**config.mk**
```make
export PLATFORM = sky130hd
export DESIGN_NAME = itch_msg_assembler_flat
export DESIGN_NICKNAME = d
export VERILOG_FILES = /design/src/rtl/itch_pkg.sv /design/src/rtl/itch_msg_assembler_if.sv /design/src/rtl/itch_byte_merge.sv /design/src/rtl/itch_msg_assembler.sv /design/src/flat_wrapper.sv
export SDC_FILE = /design/constraint.sdc
export NUM_CORES = 2
export LEC_CHECK = 0
export CORE_MARGIN = 2
export CORE_UTILIZATION = 51
export CTS_CLUSTER_DIAMETER = 30
export DETAILED_ROUTE_END_ITERATION = 16
export HOLD_SLACK_MARGIN = 0.05
export PLACE_DENSITY = 0.73
export SLEW_MARGIN = 20
export SYNTH_ARGS = -nofsm -noshare
export SYNTH_HDL_FRONTEND = slang
export SYNTH_SLANG_ARGS = --single-unit
```
**constraint.sdc**
```tcl
create_clock -name clk -period 16.85 [get_ports clk]
set_clock_uncertainty 0.05 [all_clocks]
set_input_delay 5.055 -clock clk [delete_from_list [all_inputs] [get_ports clk]]
set_output_delay 5.055 -clock clk [all_outputs]
set_load 0.01 [all_outputs]
```
**src/rtl/itch_pkg.sv**
```systemverilog
// Shared ITCH assembler types, default sizes, message lengths and small arithmetic helpers.
// Pure declarations: no latency and no flow control of its own.
package itch_pkg;

    typedef enum logic {IDLE, COLLECT} state_t;

    localparam int BEAT_BYTES_DEFAULT    = 8;
    localparam int MAX_MSG_BYTES_DEFAULT = 64;

    localparam int SYSTEM_EVENT_LEN    = 12;
    localparam int ORDER_CANCEL_LEN    = 23;
    localparam int ORDER_EXECUTED_LEN  = 31;
    localparam int ADD_ORDER_LEN       = 36;
    localparam int ADD_ORDER_MPID_LEN  = 40;

    function automatic int min_u(input int a, input int b);
        return (a < b) ? a : b;
    endfunction

    function automatic int ceil_div(input int a, input int b);
        return (a + b - 1) / b;
    endfunction

endpackage

```
**src/rtl/itch_msg_assembler_if.sv**
```systemverilog
// Beat-in / message-out bundle for the ITCH assembler; the source drives in_valid with no ready,
// so the assembler must accept every valid beat (stalls come only from in_valid low).
interface itch_msg_assembler_if
    import itch_pkg::*;
#(
    parameter int BEAT_BYTES    = BEAT_BYTES_DEFAULT,
    parameter int MAX_MSG_BYTES = MAX_MSG_BYTES_DEFAULT
);
    localparam int OFF_W = $clog2(BEAT_BYTES);
    localparam int LEN_W = $clog2(MAX_MSG_BYTES + 1);

    logic                       in_valid;
    logic [8*BEAT_BYTES-1:0]    in_data;
    logic                       start;
    logic [OFF_W-1:0]           start_offset;
    logic [LEN_W-1:0]           msg_len;
    logic                       busy;
    logic                       last_beat;
    logic [OFF_W-1:0]           next_offset;
    logic                       out_valid;
    logic [8*MAX_MSG_BYTES-1:0] out_msg;
    logic [LEN_W-1:0]           out_len;
    logic                       err_len;
    logic                       err_abort;

    modport master (
        output in_valid, in_data, start, start_offset, msg_len,
        input  busy, last_beat, next_offset, out_valid, out_msg, out_len, err_len, err_abort
    );

    modport slave (
        input  in_valid, in_data, start, start_offset, msg_len,
        output busy, last_beat, next_offset, out_valid, out_msg, out_len, err_len, err_abort
    );

endinterface

```
**src/rtl/itch_byte_merge.sv**
```systemverilog
// Aligns a beat so byte src_off lands at buffer byte dst and flags the count bytes it covers.
// Combinational, zero latency, no flow control.
module itch_byte_merge #(
    parameter int BEAT_BYTES    = 8,
    parameter int MAX_MSG_BYTES = 64,
    parameter int OFF_W         = $clog2(BEAT_BYTES),
    parameter int LEN_W         = $clog2(MAX_MSG_BYTES + 1)
) (
    input  logic [8*BEAT_BYTES-1:0]    beat,
    input  logic [OFF_W-1:0]           src_off,
    input  logic [LEN_W-1:0]           dst,
    input  logic [LEN_W-1:0]           count,
    output logic [MAX_MSG_BYTES-1:0]   byte_en,
    output logic [8*MAX_MSG_BYTES-1:0] data
);

    logic [8*BEAT_BYTES-1:0] aligned;

    always_comb begin
        aligned = beat >> {src_off, 3'b000};
        data    = (8*MAX_MSG_BYTES)'(aligned) << {dst, 3'b000};
        // A shift by the full width yields zero, so count == MAX_MSG_BYTES enables every byte.
        byte_en = (~({MAX_MSG_BYTES{1'b1}} << count)) << dst;
    end

endmodule

```
**src/rtl/itch_msg_assembler.sv**
```systemverilog
// Gathers one ITCH message from an offset-aligned beat stream into a flat byte buffer.
// Final beat to out_valid is 1 cycle (2 for a message that starts and ends on another's final beat); stalls on in_valid low.
module itch_msg_assembler
    import itch_pkg::*;
#(
    parameter int BEAT_BYTES    = BEAT_BYTES_DEFAULT,
    parameter int MAX_MSG_BYTES = MAX_MSG_BYTES_DEFAULT,
    parameter int OFF_W         = $clog2(BEAT_BYTES),
    parameter int LEN_W         = $clog2(MAX_MSG_BYTES + 1)
) (
    input  logic                 clk,
    input  logic                 rst,
    itch_msg_assembler_if.slave  bus
);

    localparam logic [LEN_W-1:0] BEAT_LEN = LEN_W'(BEAT_BYTES);
    localparam logic [LEN_W-1:0] MAX_LEN  = LEN_W'(MAX_MSG_BYTES);

    state_t                     state;
    logic [8*MAX_MSG_BYTES-1:0] wbuf;
    logic [LEN_W-1:0]           fill;
    logic [LEN_W-1:0]           target;
    logic                       pend;
    logic                       out_valid_q;
    logic [8*MAX_MSG_BYTES-1:0] out_msg_q;
    logic [LEN_W-1:0]           out_len_q;
    logic                       err_len_q;
    logic                       err_abort_q;

    logic                       in_collect, do_start, len_ok, coll_last, b2b_ok, abort;
    logic                       old_done, new_ok, new_done;
    logic [LEN_W-1:0]           remaining, cont_take, avail, new_take;
    logic [OFF_W-1:0]           old_next_off, new_next_off;
    logic [MAX_MSG_BYTES-1:0]   cont_en, start_en;
    logic [8*MAX_MSG_BYTES-1:0] cont_dat, start_dat, cont_buf, start_buf;

    itch_byte_merge #(
        .BEAT_BYTES(BEAT_BYTES), .MAX_MSG_BYTES(MAX_MSG_BYTES), .OFF_W(OFF_W), .LEN_W(LEN_W)
    ) u_cont_merge (
        .beat(bus.in_data), .src_off('0), .dst(fill), .count(cont_take),
        .byte_en(cont_en), .data(cont_dat)
    );

    itch_byte_merge #(
        .BEAT_BYTES(BEAT_BYTES), .MAX_MSG_BYTES(MAX_MSG_BYTES), .OFF_W(OFF_W), .LEN_W(LEN_W)
    ) u_start_merge (
        .beat(bus.in_data), .src_off(bus.start_offset), .dst('0), .count(new_take),
        .byte_en(start_en), .data(start_dat)
    );

    always_comb begin
        in_collect   = (state == COLLECT);
        do_start     = bus.in_valid && bus.start;
        len_ok       = (bus.msg_len != '0) && (bus.msg_len <= MAX_LEN);
        remaining    = target - fill;
        cont_take    = LEN_W'(min_u(int'(remaining), BEAT_BYTES));
        old_next_off = remaining[OFF_W-1:0];
        coll_last    = in_collect && bus.in_valid && (remaining <= BEAT_LEN);
        // A start may share the final beat only if it begins after the old message's last byte.
        b2b_ok       = coll_last && (old_next_off != '0) && (bus.start_offset >= old_next_off);
        abort        = do_start && in_collect && !b2b_ok;
        old_done     = coll_last && !abort;
        avail        = BEAT_LEN - LEN_W'(bus.start_offset);
        new_take     = LEN_W'(min_u(int'(avail), int'(bus.msg_len)));
        new_ok       = do_start && len_ok;
        new_done     = new_ok && (bus.msg_len <= avail);
        new_next_off = bus.start_offset + bus.msg_len[OFF_W-1:0];
        cont_buf     = wbuf;
        start_buf    = '0;
        for (int i = 0; i < MAX_MSG_BYTES; i++) begin
            cont_buf[8*i +: 8]  = cont_en[i]  ? cont_dat[8*i +: 8]  : wbuf[8*i +: 8];
            start_buf[8*i +: 8] = start_en[i] ? start_dat[8*i +: 8] : 8'h00;
        end
    end

    always_ff @(posedge clk) begin
        if (rst) begin
            state       <= IDLE;
            wbuf        <= '0;
            fill        <= '0;
            target      <= '0;
            pend        <= 1'b0;
            out_valid_q <= 1'b0;
            out_msg_q   <= '0;
            out_len_q   <= '0;
            err_len_q   <= 1'b0;
            err_abort_q <= 1'b0;
        end else begin
            out_valid_q <= 1'b0;
            err_len_q   <= 1'b0;
            err_abort_q <= 1'b0;
            // A message completed on the previous beat behind another one is delivered from wbuf now.
            if (pend) begin
                out_msg_q   <= wbuf;
                out_len_q   <= target;
                out_valid_q <= 1'b1;
                pend        <= 1'b0;
                wbuf        <= '0;
                fill        <= '0;
            end
            if (bus.in_valid) begin
                if (old_done) begin
                    out_msg_q   <= cont_buf;
                    out_len_q   <= target;
                    out_valid_q <= 1'b1;
                end
                if (do_start) begin
                    err_len_q   <= !len_ok;
                    err_abort_q <= abort;
                    if (new_ok && new_done) begin
                        state <= IDLE;
                        if (old_done || pend) begin
                            wbuf   <= start_buf;
                            target <= bus.msg_len;
                            fill   <= bus.msg_len;
                            pend   <= 1'b1;
                        end else begin
                            out_msg_q   <= start_buf;
                            out_len_q   <= bus.msg_len;
                            out_valid_q <= 1'b1;
                            wbuf        <= '0;
                            fill        <= '0;
                        end
                    end else if (new_ok) begin
                        state  <= COLLECT;
                        wbuf   <= start_buf;
                        fill   <= new_take;
                        target <= bus.msg_len;
                    end else begin
                        state <= IDLE;
                        wbuf  <= '0;
                        fill  <= '0;
                    end
                end else if (in_collect) begin
                    if (coll_last) begin
                        state <= IDLE;
                        wbuf  <= '0;
                        fill  <= '0;
                    end else begin
                        wbuf <= cont_buf;
                        fill <= fill + cont_take;
                    end
                end
            end
        end
    end

    assign bus.busy        = (state == COLLECT);
    assign bus.last_beat   = old_done || new_done;
    assign bus.next_offset = new_done ? new_next_off : (old_done ? old_next_off : '0);
    assign bus.out_valid   = out_valid_q;
    assign bus.out_msg     = out_msg_q;
    assign bus.out_len     = out_len_q;
    assign bus.err_len     = err_len_q;
    assign bus.err_abort   = err_abort_q;

endmodule

```
**src/flat_wrapper.sv**
```systemverilog
// flat-port wrapper written by rule: the top's interface ports become plain ports
module itch_msg_assembler_flat import itch_pkg::*;
#(
    parameter int BEAT_BYTES    = BEAT_BYTES_DEFAULT,
    parameter int MAX_MSG_BYTES = MAX_MSG_BYTES_DEFAULT,
    parameter int OFF_W         = $clog2(BEAT_BYTES),
    parameter int LEN_W         = $clog2(MAX_MSG_BYTES + 1)
)
  (clk, rst, bus_in_valid, bus_in_data, bus_start, bus_start_offset, bus_msg_len, bus_busy, bus_last_beat, bus_next_offset, bus_out_valid, bus_out_msg, bus_out_len, bus_err_len, bus_err_abort);
  itch_msg_assembler_if #(.BEAT_BYTES(BEAT_BYTES), .MAX_MSG_BYTES(MAX_MSG_BYTES)) bus_i ();
  input  logic clk;
  input  logic rst;
  input wire logic [$bits(bus_i.in_valid)-1:0] bus_in_valid;
  input wire logic [$bits(bus_i.in_data)-1:0] bus_in_data;
  input wire logic [$bits(bus_i.start)-1:0] bus_start;
  input wire logic [$bits(bus_i.start_offset)-1:0] bus_start_offset;
  input wire logic [$bits(bus_i.msg_len)-1:0] bus_msg_len;
  output wire logic [$bits(bus_i.busy)-1:0] bus_busy;
  output wire logic [$bits(bus_i.last_beat)-1:0] bus_last_beat;
  output wire logic [$bits(bus_i.next_offset)-1:0] bus_next_offset;
  output wire logic [$bits(bus_i.out_valid)-1:0] bus_out_valid;
  output wire logic [$bits(bus_i.out_msg)-1:0] bus_out_msg;
  output wire logic [$bits(bus_i.out_len)-1:0] bus_out_len;
  output wire logic [$bits(bus_i.err_len)-1:0] bus_err_len;
  output wire logic [$bits(bus_i.err_abort)-1:0] bus_err_abort;
  assign bus_i.in_valid = bus_in_valid;
  assign bus_i.in_data = bus_in_data;
  assign bus_i.start = bus_start;
  assign bus_i.start_offset = bus_start_offset;
  assign bus_i.msg_len = bus_msg_len;
  assign bus_busy = bus_i.busy;
  assign bus_last_beat = bus_i.last_beat;
  assign bus_next_offset = bus_i.next_offset;
  assign bus_out_valid = bus_i.out_valid;
  assign bus_out_msg = bus_i.out_msg;
  assign bus_out_len = bus_i.out_len;
  assign bus_err_len = bus_i.err_len;
  assign bus_err_abort = bus_i.err_abort;
  itch_msg_assembler #(.BEAT_BYTES(BEAT_BYTES), .MAX_MSG_BYTES(MAX_MSG_BYTES), .OFF_W(OFF_W), .LEN_W(LEN_W)) u_core (.clk(clk), .rst(rst), .bus(bus_i));
endmodule
```
# After elaboration in Yosys (flattened, before gate mapping)
# Cells that the tools add are included.
# W data, S select, Z words.
[op_classes]
addsub = 4
n_lt_le_gt_ge = 6
n_eq_ne = 1
n_shift = 5
n_mux = 119
n_bitwise = 5
n_reduce_logical = 23
[op_table]
columns = ["cell", "count"]
rows = [
  ["$mux W512", 12],
  ["$mux W8", 72],
  ["$shl A64 B10 Y512", 1],
  ["$mux W7", 19],
  ["$mux W64", 2],
  ["$not A64 Y64", 1],
  ["$shl A64 B7 Y64", 1],
  ["$shl A64 B7 Y64 const A", 1],
  ["$shl A64 B7 Y8 const A", 1],
  ["$shr A64 B6 Y64", 1],
  ["$logic_and A1 B1 Y1", 12],
  ["$mux W1", 12],
  ["$not A8 Y8", 1],
  ["$add A7 B7 Y7", 1],
  ["$le A7 B4 Y1 const B", 1],
  ["$le A7 B7 Y1", 1],
  ["$le A7 B7 Y1 const B", 1],
  ["$lt A7 B4 Y1 const B", 1],
  ["$lt A7 B7 Y1", 1],
  ["$reduce_bool A7 Y1", 1],
  ["$sub A7 B7 Y7", 1],
  ["$mux W3", 2],
  ["$sub A4 B3 Y5 const A", 1],
  ["$reduce_and A4 Y1", 1],
  ["10 further kinds", 15],
]
[word_totals]
reg_bits = 1050
in_bits = 78
word_cells = 173

# Depth between registers and ports, before layout
[depth]
depth_word = 14
depth_mapped = 21
ltp_nobuf = 16

# Modules after synthesis
# From an unflattened synthesis, not the netlist that was laid out.
[hier_totals]
hier_cells = 12619
hier_area_um2 = 92050.8
[modules_own_cells]
columns = ["module", "instances", "cells_per_inst", "area_per_inst_um2"]
rows = [
  ["itch_msg_assembler", 1, 8313, 64296.7],
  ["itch_byte_merge", 2, 2153, 13877.1],
]

# Worst setup path before layout
# OpenSTA, ideal clock, no wires.
[synth_timing]
kind = "input port to output port"
from = "input bus_start_offset[1]"
to = "output bus_next_offset[2]"
t_arrival_ps = 8409
slack_ps = 3336
stages = 15
path_buffers = 5
cell_sequence = "clkbuf_1 -> clkinv_1 -> clkbuf_1 -> ha_1 -> xnor2_1 -> inv_1 -> ha_1 -> nand4_1 -> a2111oi_0 -> nor2b_1 -> clkbuf_1 -> nand2_1 -> clkbuf_1 -> clkbuf_1 -> o21ai_0"
[synth_via]
elab_chain_len = 8
[synth_lines]
columns = ["item", "line_no", "rtl"]
rows = [
  ["start: declaration", "flat_wrapper.sv:16", "input wire logic [$bits(bus_i.start_offset)-1:0] bus_start_offset;"],
  ["parallel branches: the longest is 7 deep, another holds $le A7 B7 Y1", "n/a", ""],
  ["$mux W3 *", "itch_msg_assembler.sv:150", "assign bus.next_offset = new_done ? new_next_off : (old_done ? old_next_off : '0);"],
  ["end: declaration", "flat_wrapper.sv:20", "output wire logic [$bits(bus_i.next_offset)-1:0] bus_next_offset;"],
]
# Mark *: on every way between the ends.

# Final worst setup path
# Same ends and word-level chain as after synthesis.

==> summary.txt <==
Status
  • Outcome: complete, no violations

Yosys
  • Seq/Total Area, Yosys: 0.408
  • Area contributors post-synth: dfxtp_1 (41%), mux2i_1 (13%), a22o_1 (4.5%)
  • FF+latch count, synth: 1050
  • Post-synthesis adder-cell area fraction: 0.00563
  • Synth top area share: 0.408
  • Mapped Cells: 5877
  • Simple-gate portion of the synthesized area: 0.119
  • Post-Synth XOR/XNOR Area: 0.00204
  • Largest family of logic cells by synthesized area: compound AO/OA/AOI/OAI gates
  • Compound-Gate Fraction of Synth Area: 0.281
  • Ys async rst share: 0
  • Synth Warn #: 0
  • Cell type with the largest total area after synthesis: dfxtp_1
  • Mux cell area share after synthesis: 0.145
  • Top FF cell, synth: dfxtp_1
  • Post-Syn Area: 0.0515 mm²
  • Yosys cell types: 78
  • Syn_area_per_cell: 8.77 µm²
  • Post-synth EDFFs: 0

Critical path
  • Critical path type: primary input to output port
  • CP max stage cell: a2111oi_0
  • Worst EP required: 11.74 ns
  • Startpoint types: primary input
  • Worst reg2reg path depth: 14
  • Maximum fanout along the worst path: 43
  • Setup crit end kind: output port
  • Crit-path cells: buf_2 > clkinv_1 > buf_4 > ha_1 > xnor2_1 > inv_1 > ha_1 > nand4_1 > a2111oi_0 > nor2b_1 > buf_4 > nand2_1 > o21ai_0 > clkdlybuf4s50_1
  • Crit-path max cell delay: 0.61 ns
  • Critical path arrival: 8.93 ns

Clock tree
  • Post-CTS setup buffers: 0
  • Clock tree root buffer cell: clkbuf_16
  • H-tree depth: 4
  • Resized cells post-CTS: 0
  • Clock Latency Late Sink: 0.83 ns
  • Cts bufs inserted: 203
  • CTS tree: yes
  • CTS Hold Bufs: 0
  • Clock transition at path regs: 0.06 ns
  • Clk sinks: 1050
  • Longest Clk Path Bufs: 3

Pwr
  • Worst vdd ir: 0.0915 mV
  • Clock network power share: 0.576
  • Flop pwr share: 0.327
  • Int Power: 0.00562 W
  • Cell Pwr Density: 116 mW/mm²
  • Net Switching: 0.00208 W
  • Switching share of power: 0.270
  • Static Leak: 22.2 nW
  • Total Power: 0.00770 W
  • Comb pwr share: 0.097

Die
  • Num rows: 116
  • Core ar.: 0.100 mm²
  • Initial core utilization: 0.515
  • Die area: 0.104 mm²
  • Die Wd: 322 µm
  • Die Height: 322 µm
  • Ports: 605

Timing
  • Fin Setup TNS: 0 ns
  • Final Hold Viols: 0
  • Final setup vio count: 0
  • RSZ-0062 raised after global routing: no
  • Final setup margin: 2.82 ns
  • Max-slew headroom: 0.120
  • Achievable Freq: 0.0713 GHz
  • Final Cycle Share: 0.833
  • Crit path time final: 14.03 ns
  • Tightest Pin Transition: 1.28 ns
  • Slew Viols, Final: 0

Cells and area
  • Most frequent cells in the layout: dfxtp_1 (1044), mux2i_1 (650), clkdlybuf4s50_1 (600)
  • Most common cell after layout, fill and taps aside: dfxtp_1
  • Layout cell share with drive strength beyond 1: 0.101
  • Fillers: 8089
  • Area Growth Syn to Fin: 28.7%
  • Nets: 6431

Detailed routing
  • Post-DRT Antenna Nets: 0
  • Vias per cell: 6.92
  • Wire length per cell: 30.3 µm
  • Vias after detailed routing: 54200
  • DRT Pass-1 Iters: 7
  • Drt total wl: 237000 µm
  • DRC Markers: 0
  • Initial DRC Count: 8099

GRT
  • Largest net degree at the start of global routing: 198
  • Grt ovf: 0
  • GR Util All Layers: 0.435
  • Vias in the first global route: 50200
  • Initial antenna violation count: 29
  • First-pass GRT wire length: 337000 µm

Hold path
  • Worst Hold Depth: 1
  • Hold Path Class: flip-flop to flip-flop

Placement
  • PortBufs: 604
  • HPWL Detailed: 164000 µm
  • DP Worst Slack: 2.92 ns
  • GPL Wtd Cong: 1.06

Run
  • Max_cap viols: 0
## flip-flops by register name (all words and copies together) (netlist names), 7 cells and up
signal,flops
u_core.bus.out_len,7
u_core.bus.out_msg,512
u_core.fill,7
u_core.target,7
u_core.wbuf,512
## power groups by stage
| stage | clock network [W] | registers (W) | logic [W] |
|---|---|---|---|
| CTS | 0.00444 | 0.00251 | 0.000697 |
| global route | 0.00457 | 0.00251 | 0.000752 |
| detailed placement | 0 | 0.00256 | 0.000692 |
| global placement | 0 | 0.00256 | 0.000690 |
| floorplan | 0 | 0.00256 | 0.000392 |
| finish | 0.00444 | 0.00251 | 0.000749 |
## critical path, delay by kind of cell
kind	cells	cell delay (ns)
simple gates	3	0.64
compound gates	2	0.91
buf+inv	6	1.49
xor+xnor	1	0.23
fa+ha+maj	2	0.60
## stage by stage
step                hold WS (ns)   util  instance area [µm²]  instances
global placement           0.386  0.584                58500       7417
global route               0.409  0.662                66300       7817
detailed placement         0.390  0.585                58500       7419
CTS                        0.378  0.660                66100       7806
finish                     0.394  0.662                66300       7830
floorplan                  0.376      -                51500       5878
## cell usage after synthesis, types with 34 or more instances
| cell | count |
|---|---|
| a211oi_1 | 54 |
| a22o_1 | 266 |
| nor3_1 | 205 |
| dfxtp_1 | 1050 |
| a22oi_1 | 165 |
| nor2b_1 | 43 |
| a21oi_1 | 427 |
| o221ai_1 | 67 |
| nor2_1 | 463 |
| o21ai_1 | 40 |
| o22ai_1 | 363 |
| o21ai_0 | 310 |
| o2bb2ai_1 | 41 |
| clkbuf_1 | 410 |
| mux2_2 | 71 |
| a21o_1 | 34 |
| inv_1 | 49 |
| and2_1 | 48 |
| buf_1 | 45 |
| o22a_1 | 52 |
| a221o_1 | 59 |
| a32oi_1 | 42 |
| nand2_1 | 477 |
| mux2i_1 | 651 |
| nand3_1 | 91 |
## layer usage
layer | track usage | vias up | wire (µm) | part of all wire
li1 | - | 23300 | - | -
met2 | 0.638 | 3958 | 100000 | 0.42
met3 | 0.151 | 982 | 31400 | 0.13
met1 | 0.537 | 26000 | 87500 | 0.37
met5 | 0 | - | 234 | 0.00099
met4 | 0.290 | 34 | 17800 | 0.075
## cells by family after synthesis
group	after synthesis
flip-flops	1050
XOR/XNOR	12
AND/OR/NAND/NOR	1412
buffers and inverters	534
other	1
adder cells (fa/ha/maj)	22
multiplexers	729
AO/OA/AOI/OAI	2117
## final timing paths
check / from / endpoint / slack, ns
worst min register to register: u_core.wbuf[140] / u_core.bus.out_msg[140] / 0.39
worst max-delay path: bus_start_offset[1] / bus_next_offset[2] / 2.82
worst min-delay path: u_core.wbuf[140] / u_core.bus.out_msg[140] / 0.39
worst max register to register: u_core.fill[1] / u_core.bus.out_msg[396] / 10.41
## cell type report
class / count / area (µm²) / share of cell area
Clock buffer: 244 / 5420 / 0.0818
Sequential cell: 1050 / 21000 / 0.317
Timing Repair Buffer: 729 / 7070 / 0.107
Clock inverter: 143 / 2180 / 0.0328
Antenna cell: 19 / 47.5 / 0.000717
Tap cell: 1298 / 1620 / 0.0245
Multi-Input combinational cell: 4294 / 28700 / 0.433
Inverter: 53 / 199 / 0.00300
Note: power is estimated with default switching activity, not from simulation.
